$ cat src/rtl/jk_seq_pkg.sv
// rtl/jk_seq_pkg.sv - shared mode encodings and JK cell command type for the sequential library
package jk_seq_pkg;

    localparam logic [1:0] MODE_HOLD   = 2'b00;
    localparam logic [1:0] MODE_UP     = 2'b01;
    localparam logic [1:0] MODE_DOWN   = 2'b10;
    localparam logic [1:0] MODE_TOGGLE = 2'b11;

    // Encoding is the {j,k} pair applied to the cell.
    typedef enum logic [1:0] {
        JK_HOLD   = 2'b00,
        JK_RESET0 = 2'b01,
        JK_SET1   = 2'b10,
        JK_TOGGLE = 2'b11
    } jk_cmd_e;

    function automatic jk_cmd_e jk_force(input logic d);
        return d ? JK_SET1 : JK_RESET0;
    endfunction

endpackage

$ cat src/rtl/jk_mod_counter_if.sv
// rtl/jk_mod_counter_if.sv - control and status bundle of the JK modulo counter
interface jk_mod_counter_if #(
    parameter int WIDTH = 4
);
    logic             en;
    logic             load;
    logic [WIDTH-1:0] load_val;
    logic [1:0]       mode;
    logic [WIDTH-1:0] tmask;
    logic [WIDTH-1:0] q;
    logic [WIDTH-1:0] qbar;
    logic             tc;
    logic             err;

    modport master (
        output en, load, load_val, mode, tmask,
        input  q, qbar, tc, err
    );

    modport slave (
        input  en, load, load_val, mode, tmask,
        output q, qbar, tc, err
    );
endinterface

$ cat src/rtl/jk_cell.sv
// rtl/jk_cell.sv - single JK flip-flop with registered complementary output
module jk_cell #(
    parameter logic RESET_BIT = 1'b0
) (
    input  logic clk,
    input  logic rst_n,
    input  logic j,
    input  logic k,
    output logic q,
    output logic q_bar
);
    logic q_d, q_q;
    logic q_bar_d, q_bar_q;

    always_comb begin
        q_d = q_q;
        case ({j, k})
            2'b00:   q_d = q_q;
            2'b01:   q_d = 1'b0;
            2'b10:   q_d = 1'b1;
            default: q_d = ~q_q;
        endcase
        q_bar_d = ~q_d;
    end

    // q_bar has its own flop so it is never a gate delay behind q.
    always_ff @(posedge clk) begin
        if (!rst_n) begin
            q_q     <= RESET_BIT;
            q_bar_q <= ~RESET_BIT;
        end else begin
            q_q     <= q_d;
            q_bar_q <= q_bar_d;
        end
    end

    assign q     = q_q;
    assign q_bar = q_bar_q;
endmodule

$ cat src/rtl/jk_mod_counter.sv
// rtl/jk_mod_counter.sv - modulo up/down/masked-toggle counter built from a row of JK cells
module jk_mod_counter
    import jk_seq_pkg::*;
#(
    parameter int WIDTH     = 4,
    parameter int MODULUS   = 10,
    parameter int RESET_VAL = 0
) (
    input logic              clk,
    input logic              rst_n,
    jk_mod_counter_if.slave  bus
);
    generate
        if (WIDTH < 1 || MODULUS < 2 || longint'(MODULUS) > (longint'(1) << WIDTH) ||
            RESET_VAL < 0 || RESET_VAL >= MODULUS) begin : g_bad_params
            $error("jk_mod_counter: illegal WIDTH/MODULUS/RESET_VAL combination");
        end
    endgenerate

    localparam logic [WIDTH-1:0] MAX_VAL = WIDTH'(MODULUS - 1);
    localparam logic [WIDTH:0]   MOD_EXT = (WIDTH + 1)'(MODULUS);
    localparam logic [WIDTH-1:0] RST_VEC = WIDTH'(RESET_VAL);

    logic [WIDTH-1:0] q_vec;
    logic [WIDTH-1:0] qbar_vec;
    logic [WIDTH-1:0] r;
    logic [WIDTH-1:0] nxt;
    logic [WIDTH-1:0] tog;
    logic             use_force;
    logic             tc_c;
    logic             err_d, err_q;
    jk_cmd_e          cmd [WIDTH];

    // Plain increments/decrements and legal toggles drive only the changing bits with
    // TOGGLE; wraps, loads and illegal results force every bit to its target value.
    always_comb begin
        r         = q_vec ^ bus.tmask;
        nxt       = q_vec;
        tog       = '0;
        use_force = 1'b0;
        err_d     = 1'b0;
        tc_c      = 1'b0;
        if (bus.load) begin
            use_force = 1'b1;
            if ({1'b0, bus.load_val} < MOD_EXT) begin
                nxt = bus.load_val;
            end else begin
                nxt   = MAX_VAL;
                err_d = 1'b1;
            end
        end else if (bus.en) begin
            case (bus.mode)
                MODE_UP: begin
                    if (q_vec == MAX_VAL) begin
                        nxt       = '0;
                        use_force = 1'b1;
                        tc_c      = 1'b1;
                    end else begin
                        nxt = q_vec + WIDTH'(1);
                        tog = nxt ^ q_vec;
                    end
                end
                MODE_DOWN: begin
                    if (q_vec == '0) begin
                        nxt       = MAX_VAL;
                        use_force = 1'b1;
                        tc_c      = 1'b1;
                    end else begin
                        nxt = q_vec - WIDTH'(1);
                        tog = nxt ^ q_vec;
                    end
                end
                MODE_TOGGLE: begin
                    if ({1'b0, r} < MOD_EXT) begin
                        nxt = r;
                        tog = bus.tmask;
                    end else begin
                        nxt       = '0;
                        use_force = 1'b1;
                        err_d     = 1'b1;
                        tc_c      = 1'b1;
                    end
                end
                MODE_HOLD: nxt = q_vec;
                default:   nxt = q_vec;
            endcase
        end
        for (int i = 0; i < WIDTH; i++) begin
            if (use_force)   cmd[i] = jk_force(nxt[i]);
            else if (tog[i]) cmd[i] = JK_TOGGLE;
            else             cmd[i] = JK_HOLD;
        end
    end

    generate
        for (genvar gi = 0; gi < WIDTH; gi++) begin : g_cell
            jk_cell #(
                .RESET_BIT (RST_VEC[gi])
            ) u_cell (
                .clk   (clk),
                .rst_n (rst_n),
                .j     (cmd[gi][1]),
                .k     (cmd[gi][0]),
                .q     (q_vec[gi]),
                .q_bar (qbar_vec[gi])
            );
        end
    endgenerate

    always_ff @(posedge clk) begin
        if (!rst_n) err_q <= 1'b0;
        else        err_q <= err_d;
    end

    assign bus.q    = q_vec;
    assign bus.qbar = qbar_vec;
    assign bus.tc   = tc_c & rst_n;
    assign bus.err  = err_q;
endmodule

$ cat src/flat_wrapper.sv
// flat-port wrapper written by rule: the top's interface ports become plain ports
module jk_mod_counter_flat import jk_seq_pkg::*;
#(
    parameter int WIDTH     = 4,
    parameter int MODULUS   = 10,
    parameter int RESET_VAL = 0
)
  (clk, rst_n, bus_en, bus_load, bus_load_val, bus_mode, bus_tmask, bus_q, bus_qbar, bus_tc, bus_err);
  jk_mod_counter_if #(.WIDTH(WIDTH)) bus_i ();
  input logic clk;
  input logic rst_n;
  input wire logic [$bits(bus_i.en)-1:0] bus_en;
  input wire logic [$bits(bus_i.load)-1:0] bus_load;
  input wire logic [$bits(bus_i.load_val)-1:0] bus_load_val;
  input wire logic [$bits(bus_i.mode)-1:0] bus_mode;
  input wire logic [$bits(bus_i.tmask)-1:0] bus_tmask;
  output wire logic [$bits(bus_i.q)-1:0] bus_q;
  output wire logic [$bits(bus_i.qbar)-1:0] bus_qbar;
  output wire logic [$bits(bus_i.tc)-1:0] bus_tc;
  output wire logic [$bits(bus_i.err)-1:0] bus_err;
  assign bus_i.en = bus_en;
  assign bus_i.load = bus_load;
  assign bus_i.load_val = bus_load_val;
  assign bus_i.mode = bus_mode;
  assign bus_i.tmask = bus_tmask;
  assign bus_q = bus_i.q;
  assign bus_qbar = bus_i.qbar;
  assign bus_tc = bus_i.tc;
  assign bus_err = bus_i.err;
  jk_mod_counter #(.WIDTH(WIDTH), .MODULUS(MODULUS), .RESET_VAL(RESET_VAL)) u_core (.clk(clk), .rst_n(rst_n), .bus(bus_i));
endmodule
$ cat config.mk
export PLATFORM = sky130hd
export DESIGN_NAME = jk_mod_counter_flat
export DESIGN_NICKNAME = d
export VERILOG_FILES = /design/src/rtl/jk_seq_pkg.sv /design/src/rtl/jk_mod_counter_if.sv /design/src/rtl/jk_cell.sv /design/src/rtl/jk_mod_counter.sv /design/src/flat_wrapper.sv
export SDC_FILE = /design/constraint.sdc
export NUM_CORES = 1
export LEC_CHECK = 0
export CELL_PAD_IN_SITES_DETAIL_PLACEMENT = 0
export CELL_PAD_IN_SITES_GLOBAL_PLACEMENT = 1
export CORE_UTILIZATION = 47
export DETAILED_ROUTE_END_ITERATION = 16
export DONT_BUFFER_PORTS = 1
export GPL_TIMING_DRIVEN = 0
export PLACE_DENSITY = 0.84
export SLEW_MARGIN = 5
export SYNTH_ARGS = -nofsm -noshare
export SYNTH_HDL_FRONTEND = slang
export SYNTH_SLANG_ARGS = --single-unit
$ cat constraint.sdc
create_clock -name clk -period 6 [get_ports clk]
set_input_delay 0.3 -clock clk [delete_from_list [all_inputs] [get_ports clk]]
set_output_delay 0.3 -clock clk [all_outputs]
set_load 0.005 [all_outputs]
==> results of run 1 <==
## layout make-up
cell class                 count  area, um2
inverter                       3       11.3
tap                           25       31.3
clock buffer                   4       26.3
multi-input combinational     89        618
fill                         190        795
sequential                     9        180
buffer                        13       83.8
## cell usage in the layout, fill, tap and decap left out, types with 2 or more instances in the layout
master    count
nand2_1       8
clkbuf_1      4
a21oi_1       5
nor3_1        2
nand3_1       6
o22ai_1       2
xnor2_1       4
a32o_1        2
o21ai_0       5
and3_1        3
nor2b_1       4
nand2b_1      4
a31oi_1       2
or3b_2        2
inv_1         3
o211ai_1      3
buf_4         9
ha_1          4
dfxtp_1       9
o21bai_1      2
clkbuf_4      3
a41oi_1       2
nor2_1        5
a32oi_1       2
## flip-flops by register name (all words and copies together) (netlist names)
| signal | cells |
|---|---|
| u_core.bus.err | 1 |
| u_core.g_cell.u_cell.q | 4 |
| u_core.g_cell.u_cell.q_bar | 4 |
## path summary, 6_finish.rpt
check                                             end  slack [ns]
min          u_core.g_cell[0].u_cell.q_bar$_SDFF_PN1_        0.12
max              u_core.g_cell[3].u_cell.q$_SDFF_PN0_        3.77
max reg2reg      u_core.g_cell[3].u_cell.q$_SDFF_PN0_        3.77
min reg2reg  u_core.g_cell[2].u_cell.q_bar$_SDFF_PN1_        0.76
## per-stage QoR
stage / hold slack, ns / setup WS (ns) / total power (W) / cells / instance area [um2]
3_5_place_dp: 0.380 / 3.82 / 0.000131 / 139 / 925
6_report: 0.117 / 3.77 / 0.000176 / 143 / 951
2_1_floorplan: 0.371 / 3.98 / 0.000119 / 114 / 893
5_1_grt: 0.107 / 3.65 / 0.000188 / 143 / 951
3_3_place_gp: 0.379 / 3.84 / 0.000130 / 139 / 925
4_1_cts: 0.114 / 3.80 / 0.000177 / 143 / 951
## power breakdown
group          switching, W  internal [W]  leakage [nW]
logic             0.0000345     0.0000281         0.265
registers        0.00000382     0.0000642        0.0742
clock network     0.0000202     0.0000256        0.0150
## layer usage
metal,part of all wire (%),track usage (%),vias up
met3,5.9,5.95,2
li1,-,-,441
met4,1.0,4.24,0
met2,47,35.4,33
met5,0,0,-
met1,46,36.8,410
## kinds of logic (layout without fill, tap and decap cells)
| kind of cell | after synthesis | count (layout) |
|---|---|---|
| flip-flops | 9 | 9 |
| buffers and inverters | 16 | 20 |
| AO/OA/AOI/OAI | 38 | 38 |
| multiplexers | 1 | 1 |
| adder cells (fa/ha/maj) | 4 | 4 |
| XOR/XNOR | 5 | 5 |
| AND/OR/NAND/NOR | 41 | 41 |
==> flow_metrics.env, run 1 <==
export IMPL_power_density_nw_per_um2=185
export IMPL_synth_async_reset_ratio_pct=0
export IMPL_std_cell_rows=15
export IMPL_critical_path_top_delay_family="simple AND/OR/NAND/NOR gates"
export IMPL_max_cap_violations=0
export IMPL_setup_viol=0
export IMPL_gp_congestion=0.903
export IMPL_grt_pass1_vias=763
export IMPL_drcViolationCount=0
export IMPL_critPathMaxFanout=9
export IMPL_post_route_cells_drive_above_1_share_pct=17.8
export IMPL_post_route_period_util_pct=37.1
export IMPL_synthSimpleGateAreaFrac_pct=25.6
export IMPL_arrival_ns=2.38
export IMPL_finClkSkew_ns=0.00413
export IMPL_cts_hold_buf=0
export IMPL_syn_avg_cell_area_um2=7.84
export IMPL_synth_edf_count=0
export IMPL_drtIter0Drc=33
export IMPL_yosysWarnings=0
export IMPL_cp_start_kind="register"
export IMPL_ios=24
export IMPL_fp_dieW_um=45.6
export IMPL_clk_latency_ns=0.26
export IMPL_cts_setup_buffers=0
export IMPL_via_per_inst=6.20
export IMPL_slew_violations=0
export IMPL_hpwlAfterDp_um=1730
export IMPL_cts_tree="done"
export IMPL_grt_max_degree=11
export IMPL_hold_path_startpoint="rst_n"
export IMPL_worst_ep_required_time_ns=6.15
export IMPL_critical_path_buf_inv_count=1
export IMPL_area_growth_pct=6.44
export IMPL_hold_class="primary input to register"
export IMPL_min_path_cells=1
export IMPL_synthCells=114
export IMPL_synth_flop_cell="dfxtp_1"
export IMPL_worst_pin_slew_ns=0.625
export IMPL_cp_num_cells=7
export IMPL_synth_xor_area_share_pct=4.90
export IMPL_rsz0062_at_grt="false"
export IMPL_synthTopCellsByArea="dfxtp_1, buf_4, ha_1"
export IMPL_ys_types=46
export IMPL_synth_area_um2=893
export IMPL_critical_path_cell_chain="inv_1 > ha_1 > o21bai_1 > a31oi_1 > a311oi_1 > or4_1 > and3_1"
export IMPL_fmax_mhz=449
export IMPL_antenna_found_initial=0
export IMPL_crit_slowest_cell="or4_1"
export IMPL_die_area_um2=2080
export IMPL_ys_top_cells_by_count="buf_4, dfxtp_1, nand2_1"
export IMPL_grt_usage_pct=24.6
export IMPL_cts_root_buf="clkbuf_4"
export IMPL_cts_htree_levels=1
export IMPL_period_needed_ns=2.23
export IMPL_p_leak_nw=0.354
export IMPL_vias=886
export IMPL_yosys_mux_area_fraction_pct=1.26
export IMPL_start_util_pct=51.2
export IMPL_ff2ff_path_depth=7
export IMPL_netlist_area_leader_share_pct=20.2
export IMPL_crit_type="register to register"
export IMPL_cts_reportedPaths_clkPinSlew_ns=0.06
export IMPL_setup_tns_ns=0
export IMPL_grt_pass1_wl_um=3660
export IMPL_core_area_um2=1750
export IMPL_cts_resized=0
export IMPL_fin_nets=137
export IMPL_overflow=0
export IMPL_firstDrtPassIters=4
export IMPL_ctsLongestPathBuffers=2
export IMPL_hold_viol_final=0
export IMPL_slew_headroom_pct=57.9
export IMPL_ys_ff_latch=9
export IMPL_wl_per_cell_um=15.5
export IMPL_drt_total_wl_um=2220
export IMPL_n_antenna_cell=0
export IMPL_yosysSeqAreaShare_pct=20.2
export IMPL_synth_top_family_by_area="compound AO/OA/AOI/OAI gates"
export IMPL_die_y_um=45.6
export IMPL_status="finished clean"
export IMPL_synth_nets=132
export IMPL_end_kind="register"
export IMPL_final_core_util_pct=54.5
export IMPL_worstReg2RegStart="u_core.g_cell[0].u_cell.q$_SDFF_PN0_"
export IMPL_vdd_drop_max_mv=0.193
export IMPL_yosysTopAreaCell="dfxtp_1"
export IMPL_ant_nets=0
export IMPL_synth_compound_area_share_pct=31.8
export IMPL_cts_sinks=9
export IMPL_portBuffers=0
export IMPL_synthAdderAreaFrac_pct=5.60
export IMPL_crit_start="u_core.g_cell[0].u_cell.q$_SDFF_PN0_"
export IMPL_cts_buffers=3
export IMPL_critPathMaxStageDelay_ns=0.55
(Power assumes the default switching activity.)
==> inputs of run 2 (changes only) <==
--- a/config.mk
+++ b/config.mk
@@ -5,13 +5,14 @@
 export SDC_FILE = /design/constraint.sdc
 export NUM_CORES = 1
 export LEC_CHECK = 0
+export ABC_AREA = 1
 export CELL_PAD_IN_SITES_DETAIL_PLACEMENT = 0
 export CELL_PAD_IN_SITES_GLOBAL_PLACEMENT = 1
-export CORE_UTILIZATION = 47
+export CORE_UTILIZATION = 42
 export DETAILED_ROUTE_END_ITERATION = 16
 export DONT_BUFFER_PORTS = 1
 export GPL_TIMING_DRIVEN = 0
-export PLACE_DENSITY = 0.84
+export PLACE_DENSITY = 0.8
 export SLEW_MARGIN = 5
 export SYNTH_ARGS = -nofsm -noshare
 export SYNTH_HDL_FRONTEND = slang
==> constraint.sdc (replaced) <==
create_clock -name clk -period 2.1 [get_ports clk]
set_input_delay 0.105 -clock clk [delete_from_list [all_inputs] [get_ports clk]]
set_output_delay 0.105 -clock clk [all_outputs]
set_load 0.005 [all_outputs]
==> run 2 against run 1 <==
  * Count of clock-buffer cells in the layout unchanged
  * Hold slack got worse by 0.097 ns
  * Global-route usage shrank 6.9 points
  * Via count is 1.4% lower
  * First-iteration DRC count shrank 39%
  * Fmax grew 30%
  * Sequential power rose to 2.9 times the previous value
  * Sequential cell count unchanged
  * Non-clock buffer count down 1
  * Power rose to 3.0 times the previous value
  * Critical endpoint is now u_core.g_cell[1].u_cell.q$_SDFF_PN0_
  * Largest cell class unchanged
  * Highest routed layer is now met3
==> flow_metrics.env, run 2 <==
export IMPL_status="finished clean"
export IMPL_wl_met3_um=111
export IMPL_fmax_mhz=586
export IMPL_synth_async_reset_ratio_pct=0
export IMPL_hold_path_startpoint="bus_en"
export IMPL_ff2ff_path_depth=12
export IMPL_grt_pass1_wl_um=3350
export IMPL_netlist_area_leader_share_pct=18.8
export IMPL_post_route_period_util_pct=81.2
export IMPL_cts_resized=0
export IMPL_firstDrtPassIters=4
export IMPL_grt_usage_pct=17.7
export IMPL_cts_buffers=3
export IMPL_min_to="u_core.bus.err$_SDFF_PN0_"
export IMPL_final_cells=182
export IMPL_met1_length_um=982
export IMPL_post_route_cells_drive_above_1_share_pct=23.2
export IMPL_yosysSeqAreaShare_pct=18.8
export IMPL_max_cap_violations=0
export IMPL_finClkSkew_ns=0.00165
export IMPL_yosysTopAreaCell="dfxtp_1"
export IMPL_synth_nets=169
export IMPL_n_antenna_cell=0
export IMPL_cts_htree_levels=1
export IMPL_via_per_inst=4.80
export IMPL_final_common_cell="nand2_1"
export IMPL_ys_types=29
export IMPL_yosysWarnings=0
export IMPL_fin_nets=175
export IMPL_arrival_ns=1.87
export IMPL_r2r_end="u_core.g_cell[1].u_cell.q$_SDFF_PN0_"
export IMPL_die_area_um2=2470
export IMPL_wl_per_cell_um=11.0
export IMPL_final_seq_area_um2=180
export IMPL_top_layer="met3"
export IMPL_ys_ff_latch=9
export IMPL_ys_top_cells_by_count="nand2_1, inv_1, nand3_1"
export IMPL_critPathMaxFanout=6
export IMPL_cts_root_buf="clkbuf_4"
export IMPL_setup_viol=0
export IMPL_cts_reportedPaths_clkPinSlew_ns=0.06
export IMPL_dp_cells=177
export IMPL_slew_headroom_pct=80.3
export IMPL_drt_total_wl_um=2010
export IMPL_hold_viol_final=0
export IMPL_cts_tree="done"
export IMPL_setup_tns_ns=0
export IMPL_synth_edf_count=0
export IMPL_end_kind="register"
export IMPL_synth_most_common_cell="nand2_1"
export IMPL_fp_dieW_um=49.7
export IMPL_slew_violations=0
export IMPL_antenna_found_initial=0
export IMPL_drtIter0Drc=20
export IMPL_area_growth_pct=7.32
export IMPL_synthTopCellsByArea="dfxtp_1, nand2_1, nand3_1"
export IMPL_core_area_um2=2040
export IMPL_final_core_util_pct=50.3
export IMPL_hpwlAfterDp_um=1660
export IMPL_p_leak_nw=0.547
export IMPL_multi_input_area_um2=603
export IMPL_clk_latency_ns=0.26
export IMPL_worst_pin_slew_ns=0.292
export IMPL_synth_area_um2=957
export IMPL_worst_ep_required_time_ns=2.26
export IMPL_ctsLongestPathBuffers=2
export IMPL_fillers=221
export IMPL_min_path_cells=2
export IMPL_ant_nets=0
export IMPL_grt_pass1_vias=821
export IMPL_overflow=0
export IMPL_mostFrequentLayoutCells="nand2_1, inv_1, nand3_1, dfxtp_1, buf_4"
export IMPL_met2_length_um=911
export IMPL_portBuffers=0
export IMPL_grt_max_degree=9
export IMPL_cts_sinks=9
export IMPL_period_needed_ns=1.71
export IMPL_holdWs_ns=0.0201
export IMPL_hold_class="primary input to register"
export IMPL_vdd_drop_max_mv=0.531
export IMPL_gp_congestion=0.802
export IMPL_synthCells=150
export IMPL_synth_flop_cell="dfxtp_1"
export IMPL_power_density_nw_per_um2=518
export IMPL_syn_avg_cell_area_um2=6.38
export IMPL_rrSetupSlack_ns=0.39
export IMPL_die_y_um=49.7
export IMPL_worstReg2RegStart="u_core.g_cell[1].u_cell.q$_SDFF_PN0_"
export IMPL_ios=24
export IMPL_start_util_pct=46.9
export IMPL_cp_start_kind="register"
export IMPL_std_cell_rows=16
export IMPL_drcViolationCount=0
export IMPL_crit_type="register to register"
export IMPL_rsz0062_at_grt="false"
export IMPL_vias=874
[run 2: timing repair]
item | in CTS | in global routing
buffers inserted | 0 | 0
hold buffers | 1 | 0
endpoints found under the hold margin | 1 | 0
[run 2: logic make-up after synthesis]
| group | after synthesis | synth area share [%] |
|---|---|---|
| AO/OA/AOI/OAI | 9 | 5.88 |
| XOR/XNOR | 4 | 3.66 |
| flip-flops | 9 | 18.8 |
| buffers and inverters | 32 | 18.2 |
| AND/OR/NAND/NOR | 91 | 46.9 |
| adder cells (fa/ha/maj) | 5 | 6.54 |
[run 2: power by group]
group / internal, W / total (W) / switching, W
clock: 0.0000730 / 0.000129 / 0.0000565
sequential: 0.000185 / 0.000196 / 0.0000110
combinational: 0.0000856 / 0.000206 / 0.000121
total: 0.000344 / 0.000532 / 0.000188
[run 2: cell type report]
type,instances,area share [%]
Multi-Input combinational cell,109,58.7
Sequential cell,9,17.5
Buffer,11,8.53
Inverter,21,8.40
Tap cell,27,3.29
Clock buffer,4,2.56
Timing Repair Buffer,1,0.974
[run 2: routing by layer]
layer  vias to the layer above  global-route usage [%]
met1                       379                    22.5
li1                        476                       -
met3                         0                    6.79
met5                         -                       0
met2                        19                    29.1
met4                         0                    1.90
[run 2: per-stage QoR]
stage	cell area, um2	setup slack, ns	power (W)
floorplan	957	0.551	0.000372
global placement	991	0.427	0.000404
detailed placement	991	0.383	0.000406
CTS	1030	0.366	0.000538
global route	1030	0.204	0.000578
finish	1030	0.394	0.000532
[run 2: worst max path at each step]
stage | from | to | cells past startpoint
floorplan | u_core.g_cell[1].u_cell.q$_SDFF_PN0_ | u_core.g_cell[1].u_cell.q$_SDFF_PN0_ | 12
global placement | u_core.g_cell[1].u_cell.q$_SDFF_PN0_ | u_core.g_cell[1].u_cell.q$_SDFF_PN0_ | 12
detailed placement | u_core.g_cell[1].u_cell.q$_SDFF_PN0_ | u_core.g_cell[1].u_cell.q$_SDFF_PN0_ | 12
CTS | u_core.g_cell[1].u_cell.q$_SDFF_PN0_ | u_core.g_cell[1].u_cell.q$_SDFF_PN0_ | 12
global route | u_core.g_cell[1].u_cell.q$_SDFF_PN0_ | u_core.g_cell[0].u_cell.q_bar$_SDFF_PN1_ | 13
finish | u_core.g_cell[1].u_cell.q$_SDFF_PN0_ | u_core.g_cell[1].u_cell.q$_SDFF_PN0_ | 12
[run 2: critical path, cell delays in order (launching register included)]
cell and delay (ns):
dfxtp_1 0.41, buf_6 0.16, inv_4 0.05, ha_1 0.33, xor2_1 0.15, nand2_1 0.06
nand2_1 0.05, nand2_1 0.08, nand2_1 0.05, nand2_1 0.06, nand3_1 0.09, nand3_2 0.09
inv_2 0.03
==> inputs of run 3 (changes only) <==
--- a/config.mk
+++ b/config.mk
@@ -5,14 +5,14 @@
 export SDC_FILE = /design/constraint.sdc
 export NUM_CORES = 1
 export LEC_CHECK = 0
-export ABC_AREA = 1
+export ABC_AREA = 0
 export CELL_PAD_IN_SITES_DETAIL_PLACEMENT = 0
 export CELL_PAD_IN_SITES_GLOBAL_PLACEMENT = 1
-export CORE_UTILIZATION = 42
+export CORE_UTILIZATION = 40
 export DETAILED_ROUTE_END_ITERATION = 16
 export DONT_BUFFER_PORTS = 1
 export GPL_TIMING_DRIVEN = 0
-export PLACE_DENSITY = 0.8
+export PLACE_DENSITY = 0.77
 export SLEW_MARGIN = 5
 export SYNTH_ARGS = -nofsm -noshare
 export SYNTH_HDL_FRONTEND = slang
==> constraint.sdc (replaced) <==
create_clock -name clk -period 1.5 [get_ports clk]
set_input_delay 0.075 -clock clk [delete_from_list [all_inputs] [get_ports clk]]
set_output_delay 0.075 -clock clk [all_outputs]
set_load 0.005 [all_outputs]
==> run 3 against run 2 <==
  * The run now ends with negative setup slack left
  * Sequential share of layout area is 3.3 points lower
  * Worst setup slack worse by 0.80 ns
  * First-iteration DRC count is 65% higher
  * Critical path depth is 4 lower
  * Clock skew is 0.00085 ns higher
  * Fmax is 11% lower
  * Design area is 29% higher
  * Sequential power is 42% higher
  * Clock power is 45% higher
  * Power is 62% higher
  * Routed wire length is 34% higher
  * Critical endpoint is now u_core.g_cell[0].u_cell.q$_SDFF_PN0_
==> flow_metrics.env, run 3 (same netlist as run 1, synthesis figures left out) <==
export IMPL_status="finished with violations"
export IMPL_violations="negative setup slack"
export IMPL_grt_max_degree=11
export IMPL_crit_type="register to register"
export IMPL_overflow=0
export IMPL_ios=24
export IMPL_grt_usage_pct=23.2
export IMPL_slew_violations=0
export IMPL_std_cell_rows=16
export IMPL_ctsLongestPathBuffers=2
export IMPL_cp_start_kind="register"
export IMPL_grt_use_met1_pct=29.5
export IMPL_final_common_cell="buf_4"
export IMPL_cts_htree_levels=1
export IMPL_slew_headroom_pct=56.8
export IMPL_cts_buffers=3
export IMPL_cts_sinks=9
export IMPL_r2r_end="u_core.g_cell[0].u_cell.q$_SDFF_PN0_"
export IMPL_firstDrtPassIters=4
export IMPL_p_leak_nw=0.494
export IMPL_max_cap_violations=0
export IMPL_grtUsageMet3_pct=2.49
export IMPL_drcViolationCount=0
export IMPL_fp_dieW_um=49.3
export IMPL_vdd_drop_max_mv=0.455
export IMPL_hold_viol_final=0
export IMPL_drt_total_wl_um=2700
export IMPL_start_util_pct=44.2
export IMPL_vias=990
export IMPL_grt_pass1_vias=955
export IMPL_busiest_layer="met2"
export IMPL_hpwlAfterDp_um=1810
export IMPL_hold_class="primary input to register"
export IMPL_final_core_util_pct=65.8
export IMPL_grt_pass1_wl_um=4360
export IMPL_via_per_inst=6.04
export IMPL_core_area_um2=2020
export IMPL_rrSetupSlack_ns=-0.41
export IMPL_post_route_period_util_pct=127
export IMPL_cts_root_buf="clkbuf_4"
export IMPL_critPathMaxFanout=4
export IMPL_arrival_ns=2.06
export IMPL_antenna_found_initial=0
export IMPL_ant_nets=0
export IMPL_cts_reportedPaths_clkPinSlew_ns=0.06
export IMPL_area_growth_pct=48.9
export IMPL_fin_ws_ns=-0.407
export IMPL_clk_latency_ns=0.26
export IMPL_use_met2_pct=38.8
export IMPL_rsz0062_at_grt="true"
export IMPL_post_route_cells_drive_above_1_share_pct=46.0
export IMPL_gp_congestion=0.919
export IMPL_hold_path_startpoint="bus_load_val[3]"
export IMPL_mostFrequentLayoutCells="buf_4, nand2_1, dfxtp_1, nand3_1"
export IMPL_wl_per_cell_um=16.4
export IMPL_portBuffers=0
export IMPL_worstReg2RegStart="u_core.g_cell[1].u_cell.q$_SDFF_PN0_"
export IMPL_setup_viol=9
export IMPL_final_area_um2=1330
export IMPL_finClkSkew_ns=0.00250
export IMPL_end_kind="register"
export IMPL_placed_area_um2=990
export IMPL_fin_nets=156
export IMPL_period_needed_ns=1.91
export IMPL_die_area_um2=2430
export IMPL_drtIter0Drc=33
export IMPL_fmax_mhz=525
export IMPL_worst_pin_slew_ns=0.647
export IMPL_cts_tree="done"
export IMPL_ff2ff_path_depth=8
export IMPL_die_y_um=49.3
export IMPL_n_antenna_cell=0
export IMPL_min_path_cells=2
export IMPL_min_to="u_core.bus.err$_SDFF_PN0_"
export IMPL_worst_ep_required_time_ns=1.65
export IMPL_power_density_nw_per_um2=649
run 3: cell count changes in the layout (fill, tap and decap cells not counted), sizes merged, moves of 6 or more:
cell / delta
nand2: -47
inv: -18
buf: +16
nand3: -11
nand4: -6
run 3: power by group:
group	switching (W)	leakage [nW]	internal, W
combinational	0.000194	0.403	0.000205
sequential	0.0000211	0.0759	0.000257
clock	0.0000842	0.0150	0.000102
run 3: final cells by class:
| cell class | instances | area [um2] |
|---|---|---|
| timing repair buffer | 19 | 155 |
| inverter | 3 | 21.3 |
| buffer | 13 | 97.6 |
| tap | 27 | 33.8 |
| fill | 168 | 692 |
| clock buffer | 4 | 26.3 |
| sequential | 9 | 189 |
| multi-input combinational | 89 | 807 |
run 3: layer usage:
metal / wire length, um / share of wire (%) / vias to the layer above
met4: 40 / 1.5 / 0
li1: - / - / 473
met2: 1240 / 46 / 39
met3: 150 / 5.6 / 4
met5: 0 / 0 / -
met1: 1260 / 47 / 474
run 3: worst max path at each step:
stage,slack [ns],depth (start not counted),startpoint,end
global placement,-0.47,5,u_core.g_cell[2].u_cell.q$_SDFF_PN0_,u_core.g_cell[3].u_cell.q$_SDFF_PN0_
CTS,-0.37,8,u_core.g_cell[1].u_cell.q$_SDFF_PN0_,u_core.g_cell[0].u_cell.q$_SDFF_PN0_
global route,-0.46,8,u_core.g_cell[1].u_cell.q$_SDFF_PN0_,u_core.g_cell[0].u_cell.q$_SDFF_PN0_
floorplan,-0.31,8,u_core.g_cell[1].u_cell.q$_SDFF_PN0_,u_core.g_cell[0].u_cell.q$_SDFF_PN0_
detailed placement,-0.48,8,u_core.g_cell[1].u_cell.q$_SDFF_PN0_,u_core.g_cell[3].u_cell.q$_SDFF_PN0_
finish,-0.41,8,u_core.g_cell[1].u_cell.q$_SDFF_PN0_,u_core.g_cell[0].u_cell.q$_SDFF_PN0_
run 3: stage by stage:
step	hold slack, ns	setup TNS, ns	power (W)	setup WS [ns]	instances
3_3_place_gp	0.164	-3.08	0.000554	-0.467	141
4_1_cts	0.0249	-2.72	0.000824	-0.375	162
6_report	0.0236	-2.95	0.000863	-0.407	164
2_1_floorplan	0.146	-1.67	0.000504	-0.313	114
3_5_place_dp	0.166	-3.07	0.000555	-0.480	141
5_1_grt	0.0405	-3.58	0.000910	-0.460	164
run 3: timing repair:
item | in CTS | in global routing
resized for setup | 21 | 11
pin swaps | 11 | 4
buffers inserted | 16 | 2
gates cloned | 0 | 0
setup endpoints to repair | 9 | 10
hold buffers | 2 | 0
endpoints found under the hold margin | 5 | 0
run 3: worst max-delay path: stages, from the launching register on:
cell      delay [ns]
dfxtp_2         0.33
buf_8           0.13
inv_8           0.06
ha_4            0.12
or3b_4          0.40
nand2_2         0.08
o211ai_1        0.12
mux2_4          0.32
o31a_1          0.22
